==> config.mk <==
export PLATFORM = sky130hd
export DESIGN_NAME = beat_decoder
export DESIGN_NICKNAME = d
export VERILOG_FILES = /design/src/rtl/beat_decoder_pkg.sv /design/src/rtl/beat_decoder_sync_edge.sv /design/src/rtl/beat_decoder.sv
export SDC_FILE = /design/constraint.sdc
export NUM_CORES = 1
export LEC_CHECK = 0
export BUFFER_PORTS_ARGS = -buffer_cell sky130_fd_sc_hd__buf_2
export CAP_MARGIN = 10
export CORE_MARGIN = 3
export CORE_UTILIZATION = 23
export CTS_BUF_LIST = sky130_fd_sc_hd__clkbuf_4 sky130_fd_sc_hd__clkbuf_8
export CTS_CLUSTER_DIAMETER = 60
export DETAILED_ROUTE_END_ITERATION = 8
export HOLD_SLACK_MARGIN = 0.1
export PLACE_DENSITY = 0.46
export SYNTH_ARGS = -nofsm -noshare
export SYNTH_HDL_FRONTEND = slang
export SYNTH_SLANG_ARGS = --single-unit
==> constraint.sdc <==
create_clock -name clk_100mhz -period 4.4 [get_ports clk_100mhz]
set_input_delay 0.88 -clock clk_100mhz [delete_from_list [all_inputs] [get_ports clk_100mhz]]
set_output_delay 0.88 -clock clk_100mhz [all_outputs]
set_load 0.02 [all_outputs]
==> src/rtl/beat_decoder_pkg.sv <==
// Shared encodings and limits for the beat decoder: FSM state, period width
// and the tick count at which a missing accent is declared.
package beat_decoder_pkg;
  localparam int PERIOD_W = 8;
  localparam logic [PERIOD_W-1:0] OVF_LIMIT = 8'd255;

  typedef enum logic [1:0] {
    ST_IDLE    = 2'd0,
    ST_ACQUIRE = 2'd1,
    ST_MEASURE = 2'd2,
    ST_LOCKED  = 2'd3
  } state_t;
endpackage

==> src/rtl/beat_decoder_sync_edge.sv <==
// Multi-flop synchronizer for one asynchronous input followed by a
// rising-edge detector that produces a single-cycle pulse.
module beat_sync_edge #(
  parameter int SYNC_STAGES = 2
) (
  input  logic clk,
  input  logic rst_n,
  input  logic async_in,
  output logic edge_o
);
  logic [SYNC_STAGES-1:0] sync_q, sync_d;
  logic                   prev_q, prev_d;

  always_comb begin
    sync_d = {sync_q[SYNC_STAGES-2:0], async_in};
    prev_d = sync_q[SYNC_STAGES-1];
  end

  always_ff @(posedge clk or negedge rst_n) begin
    if (!rst_n) begin
      sync_q <= '0;
      prev_q <= 1'b0;
    end else begin
      sync_q <= sync_d;
      prev_q <= prev_d;
    end
  end

  assign edge_o = sync_q[SYNC_STAGES-1] & ~prev_q;
endmodule

==> src/rtl/beat_decoder.sv <==
// Measures the accent period in base ticks, reports each accepted period,
// declares lock after LOCK_COUNT matching periods and flags a missing accent.
module beat_decoder
  import beat_decoder_pkg::*;
#(
  parameter int SYNC_STAGES = 2,
  parameter int LOCK_COUNT  = 2
) (
  input  logic                clk_100mhz,
  input  logic                rst_n,
  input  logic                bf_tick,
  input  logic                bt_in,
  output logic [PERIOD_W-1:0] period_out,
  output logic                period_valid,
  output logic                locked,
  output logic                overflow,
  output state_t              dbg_state
);
  localparam logic [3:0] LOCK_M = 4'(LOCK_COUNT);

  logic tick_e, acc_e;

  beat_sync_edge #(.SYNC_STAGES(SYNC_STAGES)) u_tick_sync (
    .clk(clk_100mhz), .rst_n(rst_n), .async_in(bf_tick), .edge_o(tick_e)
  );
  beat_sync_edge #(.SYNC_STAGES(SYNC_STAGES)) u_acc_sync (
    .clk(clk_100mhz), .rst_n(rst_n), .async_in(bt_in), .edge_o(acc_e)
  );

  state_t              state_q, state_d;
  logic [PERIOD_W-1:0] cnt_q, cnt_d;
  logic [PERIOD_W-1:0] period_q, period_d;
  logic [3:0]          match_q, match_d;
  logic                first_q, first_d;
  logic                pv_q, pv_d;
  logic                locked_q, locked_d;
  logic                ovf_q, ovf_d;

  logic                active, accept, ovf_evt;
  logic [PERIOD_W:0]   p_sum;
  logic [PERIOD_W-1:0] p_val;

  always_ff @(posedge clk_100mhz or negedge rst_n) begin
    if (!rst_n) begin
      state_q  <= ST_IDLE;
      cnt_q    <= '0;
      period_q <= '0;
      match_q  <= '0;
      first_q  <= 1'b0;
      pv_q     <= 1'b0;
      locked_q <= 1'b0;
      ovf_q    <= 1'b0;
    end else begin
      state_q  <= state_d;
      cnt_q    <= cnt_d;
      period_q <= period_d;
      match_q  <= match_d;
      first_q  <= first_d;
      pv_q     <= pv_d;
      locked_q <= locked_d;
      ovf_q    <= ovf_d;
    end
  end

  always_comb begin
    state_d = state_q;
    case (state_q)
      ST_IDLE:    state_d = ST_ACQUIRE;
      ST_ACQUIRE: if (acc_e) state_d = ST_MEASURE;
      ST_MEASURE, ST_LOCKED: begin
        if (accept)       state_d = (match_d >= LOCK_M) ? ST_LOCKED : ST_MEASURE;
        else if (ovf_evt) state_d = ST_ACQUIRE;
      end
      default:    state_d = ST_IDLE;
    endcase
  end

  always_comb begin
    active  = (state_q == ST_MEASURE) || (state_q == ST_LOCKED);
    // A tick coincident with the accent closes the current period; a
    // 255+1 period cannot be represented and is clamped.
    p_sum   = {1'b0, cnt_q} + {{PERIOD_W{1'b0}}, tick_e};
    p_val   = p_sum[PERIOD_W] ? OVF_LIMIT : p_sum[PERIOD_W-1:0];
    accept  = active && acc_e && (p_val != '0);
    ovf_evt = active && tick_e && !acc_e && (cnt_q == OVF_LIMIT);

    match_d = match_q;
    if (accept) begin
      if (first_q || (p_val != period_q)) match_d = 4'd1;
      else if (match_q >= LOCK_M)         match_d = LOCK_M;
      else                                match_d = match_q + 4'd1;
    end

    cnt_d = cnt_q;
    if ((state_q == ST_ACQUIRE) && acc_e)    cnt_d = '0;
    else if (accept)                         cnt_d = '0;
    else if (active && tick_e && !ovf_evt)   cnt_d = cnt_q + 8'd1;

    first_d = first_q;
    if ((state_q == ST_ACQUIRE) && acc_e) first_d = 1'b1;
    else if (accept)                      first_d = 1'b0;

    period_d = accept ? p_val : period_q;
    pv_d     = accept;
    ovf_d    = accept ? 1'b0 : (ovf_evt ? 1'b1 : ovf_q);
    locked_d = (state_q == ST_LOCKED) && !ovf_evt;
  end

  assign period_out   = period_q;
  assign period_valid = pv_q;
  assign locked       = locked_q;
  assign overflow     = ovf_q;
  assign dbg_state    = state_q;
endmodule

# --- After elaboration in Yosys (flattened, before gate mapping) ---
# Index checks and enable logic that the tools add are counted.
classes:
  order_cmp: 2
  n_reduce_logical: 19
  n_mux: 16
  addsub: 3
  n_eq_ne: 7
  bitwise_logic: 4
ops:
  columns: ["cell", "n"]
  rows:
  - ["$mux 8", 4]
  - ["$mux 4", 3]
  - ["$add 8x1->9", 1]
  - ["$add 8x1->8 const B", 1]
  - ["$eq 8x8->1 const B", 1]
  - ["$ge 4x2->1 const B", 2]
  - ["$logic_and 1x1->1", 8]
  - ["$ne 8x8->1", 1]
  - ["$reduce_bool 8->1", 1]
  - ["$mux 2", 3]
  - ["$pmux 2 s3", 1]
  - ["$mux 1", 5]
  - ["$add 4x1->4 const B", 1]
  - ["$eq 2x2->1 const B", 2]
  - ["$reduce_bool 2->1", 2]
  - ["$ne 3x3->1 const B", 1]
  - ["$reduce_bool 3->1", 1]
  - ["$and 1x1->1", 2]
  - ["$eq 2x1->1 const B", 1]
  - ["$logic_not 1->1", 2]
  - ["$logic_not 2->1", 1]
  - ["$logic_or 1x1->1", 2]
  - ["$ne 2x2->1 const B", 1]
  - ["$not 1->1", 2]
  - ["2 further kinds", 2]
word_totals:
  elab_cells: 63
  in_bits: 4
  out_inout_bits: 13
  ff_bits: 32

# --- Longest topological paths before layout ---
# Gate-level depths: netlist of run 1.
logic_depth:
  depth_word: 12
  depth_mapped: 12

# --- By module ---
# From an unflattened synthesis of run 1, not the netlist that was laid out.
hier_totals:
  hier_cells: 213
  hier_area_um2: 1974.4
modules_own_cells:
  columns: ["module", "cells_each", "area_each_um2", "n_inst"]
  rows:
  - ["beat_decoder", 205, 1796.7, 1]
  - ["beat_sync_edge", 4, 88.8, 2]

# --- Least setup slack after synthesis of run 1 ---
# OpenSTA, ideal clock, no wires.
synth_timing:
  path_kind: "reg-to-reg"
  startpoint: "reg u_tick_sync.sync_q[1]"
  endpoint: "reg match_q[0]"
  synth_period_minus_slack_ns: 2.595
  slack_ns: 1.805
  setup_ns: 0.124
  t_arrival_ns: 2.471
  stages_incl_launch_ff: 11
  path_buffers: 1
  path_cell_list: "dfrtp_1 nor2b_1 ha_1 ha_1 buf_2 nor2_1 xnor2_1 a2111oi_0 nor4b_1 o221ai_2 o31a_1"
synth_via:
  elab_chain_len: 7
  word_cells_on_any_way: 9
synth_rtl:
  columns: ["element", "line", "source"]
  rows:
  - ["start: declaration", "beat_decoder_sync_edge.sv:11", "logic [SYNC_STAGES-1:0] sync_q, sync_d;"]
  - ["start signal: assignment", "beat_decoder_sync_edge.sv:24", "sync_q <= sync_d;"]
  - ["$and 1x1->1 (*)", "beat_decoder_sync_edge.sv:29", "assign edge_o = sync_q[SYNC_STAGES-1] & ~prev_q;"]
  - ["$add 8x1->9 (*)", "beat_decoder.sv:82", "p_sum = {1'b0, cnt_q} + {{PERIOD_W{1'b0}}, tick_e};"]
  - ["$mux 8 (*)", "beat_decoder.sv:83", "p_val = p_sum[PERIOD_W] ? OVF_LIMIT : p_sum[PERIOD_W-1:0];"]
  - ["$ne 8x8->1", "beat_decoder.sv:89", "if (first_q || (p_val != period_q)) match_d = 4'd1;"]
  - ["$logic_or 1x1->1", "beat_decoder.sv:89", null]
  - ["$mux 4", "beat_decoder.sv:89", null]
  - ["$mux 4 (*)", "beat_decoder.sv:88", "if (accept) begin"]
  - ["net match_d[0]", "beat_decoder.sv:33", "logic [3:0] match_q, match_d;"]
  - ["end signal: assignment", "beat_decoder.sv:57", "match_q <= match_d;"]
  - ["end: declaration", "beat_decoder.sv:33", null]
# The timed path passes the listed nets; every way through them passes the cells marked *.
# A chain may end at the register's enable or synchronous reset.

# --- Worst setup path after layout of run 1 ---
layout_timing:
  startpoint: "reg u_tick_sync.sync_q[1]"
  endpoint: "reg cnt_q[5]"
layout_via:
  elab_chain_len: 7
  word_cells_on_any_way: 13
layout_rtl:
  columns: ["element", "line", "source"]
  rows:
  - ["$and 1x1->1 (*)", "beat_decoder_sync_edge.sv:29", null]
  - ["$add 8x1->9 / $logic_and 1x1->1 (equally long branches)", "beat_decoder.sv:82, beat_decoder.sv:85, beat_decoder.sv:97", null]
  - ["$mux 8 / $logic_and 1x1->1 (equally long branches)", "beat_decoder.sv:83, beat_decoder.sv:85", null]
  - ["$reduce_bool 8->1 / $logic_and 1x1->1 (equally long branches)", "beat_decoder.sv:84, beat_decoder.sv:85", null]
  - ["$logic_and 1x1->1 / $logic_not 1->1 (equally long branches)", "beat_decoder.sv:84, beat_decoder.sv:97", null]
  - ["$mux 8 / $logic_and 1x1->1 (equally long branches)", "beat_decoder.sv:96, beat_decoder.sv:97", null]
  - ["$mux 8 / $reduce_bool 3->1 (equally long branches)", null, null]
  - ["end signal: assignment", "beat_decoder.sv:55", "cnt_q <= cnt_d;"]
  - ["end: declaration", "beat_decoder.sv:31", "logic [PERIOD_W-1:0] cnt_q, cnt_d;"]
# Mark *: on every way between the ends. The rest lies on a longest branch, timed or not.

==> impl_metrics.yaml, run 1 <==
worst_setup_path:
  worst_ep_arrival_time_ns: 3.41
  slowest_delay_ns: 0.75
  path_class: "flip-flop to flip-flop"
  crit_path_start_kind: "flip-flop"
  cp.required_ns: 4.62
  slowest_stage: "a41o_1"
  end_kind: "flip-flop"
  path_cells: "nor2b_1, ha_1, ha_1, xnor2_1, nand4_1, nor2_1, a41o_1, nand2_1, nor2_1"
  path_max_fanout: 25
  worst-path-buf-inv: 0
  crit_family: "simple AND/OR/NAND/NOR gates"
floorplan:
  ioPinCount: 17
  die_x_um: 94.4
  num_rows: 31
  initial_core_util_pct: 24.3
  die_y_um: 94.4
  core_mm2: 0.00741
  die_area_mm2: 0.00891
cells_and_area:
  nets: 214
  num_antenna_cells: 0
  num-fill-cells: 786
  drive_gt1_share_pct: 15.0
  synthToLayoutAreaGrowth_pct: 13.5
  regArea_um2: 801
  fin_area_mm2: 0.00204
  multi_input_comb_area_um2: 912
cts:
  post_cts_resized: 0
  cts_setup_buffers: 0
  cts_max_level: 2
  ctsHoldBuffers: 0
  cts.sinks: 32
  clkSlewWorstSetupHoldPaths_ns: 0.08
  cts-root-buf: "clkbuf_8"
  cts_tree: "done"
  clock_latency_ns: 0.29
  clock_path_buffers: 2
  cts_buffers: 5
sta:
  rsz0062_at_grt: "no"
  final_hold_viol_count: 0
  finalClockSkew_ns: 0.00772
  slew_headroom_pct: 43.2
  tns_ns: 0
  drv_slew: 0
  max_freq_ghz: 0.313
  timing.hold.ws_ns: 0.356
  worst_pin_slew_ns: 0.852
  setup_viol: 0
  fin_crit_ns: 3.19
  finalCritPeriodShare_pct: 72.6
global_routing:
  busiest_layer: "met2"
  grt_pass1_wl_um: 6820
  grt_pass1_vias: 1335
  met1_usage_pct: 14.0
  antenna_found_initial: 0
  grtUsageMet2_pct: 14.6
  track_usage_pct: 9.98
  grt.overflow.total: 0
  grt_max_degree: 33
  grt_use_met3_pct: 3.75
yosys:
  avgSynthCellArea_um2: 9.36
  ys_ff_latch: 32
  async_reset_ff_share_pct: 100
  ys.flop_type: "dfrtp_1"
  syn_nets: 201
  synth_edf_count: 0
  synthDominantCellAreaShare_pct: 44.6
  yosysTopAreaCell: "dfrtp_1"
  syn_area_mm2: 0.00180
  yosys_warnings: 0
  ys_top_cells_by_area: "dfrtp_1 45%, nor2_1 5.0%, nand2_1 4.6%"
  synth_cells: 192
  synth_cell_types: 41
  synth-seq-area-share_pct: 44.6
routing:
  dr.pass1.iters: 4
  num_vias: 1386
  avgRoutedWirePerCell_um: 13.3
  drc: 0
  routed_wl_um: 4040
  ant_nets: 0
  avgViaCountPerCell: 4.54
  drt_iter0_drc: 83
place:
  place_area_mm2: 0.00195
  place_hpwl_um: 2850
  gp_congestion: 0.767
  portBuffers: 16
power_and_ir_drop:
  ir_drop_uv: 230
  leakagePower_nw: 0.882
  powerDensity_mw_per_mm2: 479
run:
  drv_cap: 0
status:
  run_status: "finished, final reports clean"
hold_path:
  hold_class: "flip-flop to flip-flop"
stage by stage:
step           utilization (%)  power [W]  std cells  worst slack (ns)
2_1_floorplan                -   0.000657        192              1.80
3_3_place_gp              26.3   0.000751        297              1.31
3_5_place_dp              26.3   0.000747        297              1.20
4_1_cts                   27.5   0.000990        305              1.17
5_1_grt                   27.5    0.00106        305             0.819
6_report                  27.5   0.000978        305              1.21
cell usage after synthesis, drive strengths merged (3+ instances only):
master and instances:
and2 4, xnor2 8, inv 8, and3 4, nand4 9, nor2b 3
nand2b 3, o211ai 4, nand3 6, mux2 3, o21ai 8, xor2 5
o31ai 4, a31oi 5, ha 5, nor2 24, nand3b 3, dfrtp 32
nand2 22, buf 8
cells by family (layout without fill, tap and decap cells):
kind of cell    count (synthesis)  after routing  share of synthesized area (%)
fa+ha+maj                       5              5                           3.48
simple gates                   85             85                           24.2
buf+inv                        18             32                           4.67
compound gates                 34             34                           13.7
xor+xnor                       13             13                           6.34
mux                             5              5                           2.99
flops                          32             32                           44.6
area by class of cell:
cell class	instances	share of cell area (%)
sequential	32	39.3
clock inverter	3	1.17
inverter	8	1.47
multi-input combinational	142	44.7
timing repair buffer	16	3.93
clock buffer	5	3.37
tap	99	6.07
final timing paths:
check,start,end,slack [ns],cells after the start
max,u_tick_sync.sync_q[1],cnt_q[5],1.21,9
min,u_acc_sync.sync_q[0],u_acc_sync.sync_q[1],0.36,0
max reg2reg,u_tick_sync.sync_q[1],cnt_q[5],1.21,9
min reg2reg,u_acc_sync.sync_q[0],u_acc_sync.sync_q[1],0.36,0
max in group asynchronous,rst_n,period_out[0],3.27,1
min in group asynchronous,rst_n,locked,0.65,1
flip-flops by register name, summed over array words and instances, names as in the netlist:
register            count
u_acc_sync.prev_q       1
cnt_q                   8
u_acc_sync.sync_q       2
dbg_state               2
u_tick_sync.prev_q      1
first_q                 1
period_out              8
overflow                1
match_q                 4
u_tick_sync.sync_q      2
period_valid            1
locked                  1
metal layers:
| metal | routed length, um | up-vias |
|---|---|---|
| met2 | 1710 | 24 |
| li1 | - | 708 |
| met3 | 183 | 4 |
| met1 | 2120 | 650 |
| met4 | 31 | 0 |
| met5 | 0 | - |
power by group:
part           internal, W  total [W]  switching, W
clock             0.000112   0.000239      0.000127
combinational     0.000131   0.000325      0.000194
sequential        0.000350   0.000414     0.0000636
layout by cell type (no fill, tap or decap), types with 8 or more instances in the layout:
cell and instances:
dfrtp_1 32, nor2_1 24, nand2_1 22, buf_2 16, nand4_1 9, inv_1 8, xnor2_1 8, o21ai_0 8
Power figures use the tool's default switching activity.
==> run 2, diff against run 1 <==
clock period = 3.21 ns   (was 4.4 ns; I/O delays follow)
==> run 2 against run 1 <==
Combinational power grew 41%; utilization is 0.59 points higher; final area grew 2.1%; sequential power is 38% higher; global-route usage up 0.22 points; total power increased by 45%; largest cell class unchanged; largest power group unchanged; highest routed layer unchanged.
==> impl_metrics.yaml, run 2 (same netlist as run 1, synthesis figures left out) <==
cells_and_area:
  drive_gt1_share_pct: 16.7
  final_cells: 308
  mostFrequentLayoutCells: "32 x dfrtp_1, 24 x nor2_1, 22 x nand2_1"
  nets: 217
  num-fill-cells: 790
  synthToLayoutAreaGrowth_pct: 15.9
  fin_area_mm2: 0.00208
  num_antenna_cells: 0
  final_common_cell: "dfrtp_1"
place:
  dp_cells: 300
  place_hpwl_um: 3040
  gp_congestion: 0.812
  place_area_mm2: 0.00197
  portBuffers: 16
sta:
  worst_pin_slew_ns: 0.727
  rsz0062_at_grt: "no"
  finalCritPeriodShare_pct: 86.6
  max_freq_ghz: 0.360
  fin_crit_ns: 2.78
  slew_headroom_pct: 51.5
  drv_slew: 0
  tns_ns: 0
  timing.hold.ws_ns: 0.351
  setup_viol: 0
  finalClockSkew_ns: 0.00508
  final_hold_viol_count: 0
cts:
  cts_setup_buffers: 0
  cts_tree: "done"
  cts_max_level: 2
  post_cts_resized: 0
  cts.sinks: 32
  clock_path_buffers: 2
  clkSlewWorstSetupHoldPaths_ns: 0.07
  cts_buffers: 5
  ctsHoldBuffers: 0
  clock_latency_ns: 0.28
  cts-root-buf: "clkbuf_8"
worst_setup_path:
  worst-path-buf-inv: 0
  path_class: "flip-flop to flip-flop"
  slowest_stage: "a2111oi_0"
  end_kind: "flip-flop"
  crit_path_start_kind: "flip-flop"
  slowest_delay_ns: 0.37
  path_max_fanout: 13
  cp.required_ns: 3.38
  r2r_cells: 9
  crit_family: "compound AO/OA/AOI/OAI gates"
  path_cells: "nor2b_1, ha_1, ha_2, nor2_1, xnor2_1, a2111oi_0, nor4b_1, o221ai_2, o31a_1"
  path_depth: 9
  worst_ep_arrival_time_ns: 2.95
routing:
  drt_iter0_drc: 74
  drc: 0
  ant_nets: 0
  avgRoutedWirePerCell_um: 13.4
  avgViaCountPerCell: 4.52
  num_vias: 1392
  dr.pass1.iters: 5
  routed_wl_um: 4120
hold_path:
  hold_class: "flip-flop to flip-flop"
  whs_path_depth: 0
power_and_ir_drop:
  powerDensity_mw_per_mm2: 679
  swShare_pct: 36.4
  p_comb_share_pct: 32.4
  seqPwrFrac_pct: 40.3
  p_sw_w: 0.000515
  power.share.clock_pct: 27.4
  leakagePower_nw: 0.908
  internal-power_w: 0.000899
  finalPower_w: 0.00141
  ir_drop_uv: 265
floorplan:
  core_mm2: 0.00741
  die_y_um: 94.4
  initial_core_util_pct: 24.3
  die_area_mm2: 0.00891
  die_x_um: 94.4
  num_rows: 31
  ioPinCount: 17
global_routing:
  grt.overflow.total: 0
  grt_pass1_vias: 1396
  grt_max_degree: 33
  grt_pass1_wl_um: 7130
  track_usage_pct: 10.2
  antenna_found_initial: 0
run:
  drv_cap: 0
status:
  run_status: "finished, final reports clean"
-- run 2: worst reg2reg max path, delay by kind of cell (launching register included) --
kind | cells | cell delay, ns
AOI/OAI and AO/OA | 3 | 0.88
xor gates and xnor gates | 1 | 0.13
adders and majority gates | 2 | 0.62
DFF | 1 | 0.36
and+or+nand+nor | 3 | 0.68
-- run 2: layer usage --
layer	up-vias	part of all wire [%]	global-route usage, %
met5	-	0	0
li1	708	-	-
met1	653	51	14.5
met2	26	44	15.4
met4	0	1.2	2.89
met3	5	3.7	2.39
-- run 2: area by class of cell --
| class | count | area, um^2 | area share [%] |
|---|---|---|---|
| multi-input cells | 142 | 915 | 43.9 |
| flip-flops and latches | 32 | 801 | 38.4 |
| well taps | 99 | 124 | 5.95 |
| repair buffers | 19 | 103 | 4.92 |
| clock buffers | 5 | 68.8 | 3.30 |
| clock inverters | 3 | 42.5 | 2.04 |
| inverters | 8 | 30.0 | 1.44 |
-- run 2: metrics by stage --
step	worst slack, ns	utilization [%]
2_1_floorplan	0.615	-
3_3_place_gp	0.390	26.6
3_5_place_dp	0.321	26.6
4_1_cts	0.296	28.1
5_1_grt	0.0766	28.1
6_report	0.431	28.1
-- run 2: path summary, 6_finish.rpt --
path                                  startpoint                    to  slack [ns]
setup / recovery           u_tick_sync.sync_q[1]            match_q[0]        0.43
hold / removal              u_acc_sync.sync_q[0]  u_acc_sync.sync_q[1]        0.35
setup reg to reg           u_tick_sync.sync_q[1]            match_q[0]        0.43
hold reg to reg             u_acc_sync.sync_q[0]  u_acc_sync.sync_q[1]        0.35
max in group asynchronous                  rst_n              cnt_q[7]        2.33
min in group asynchronous                  rst_n          period_valid        0.41
-- run 2: power groups by stage --
stage	registers [W]	logic, W	clock network [W]
6_report	0.000570	0.000458	0.000387
2_1_floorplan	0.000588	0.000313	0
3_3_place_gp	0.000579	0.000462	0
4_1_cts	0.000571	0.000464	0.000405
5_1_grt	0.000584	0.000524	0.000429
3_5_place_dp	0.000576	0.000461	0
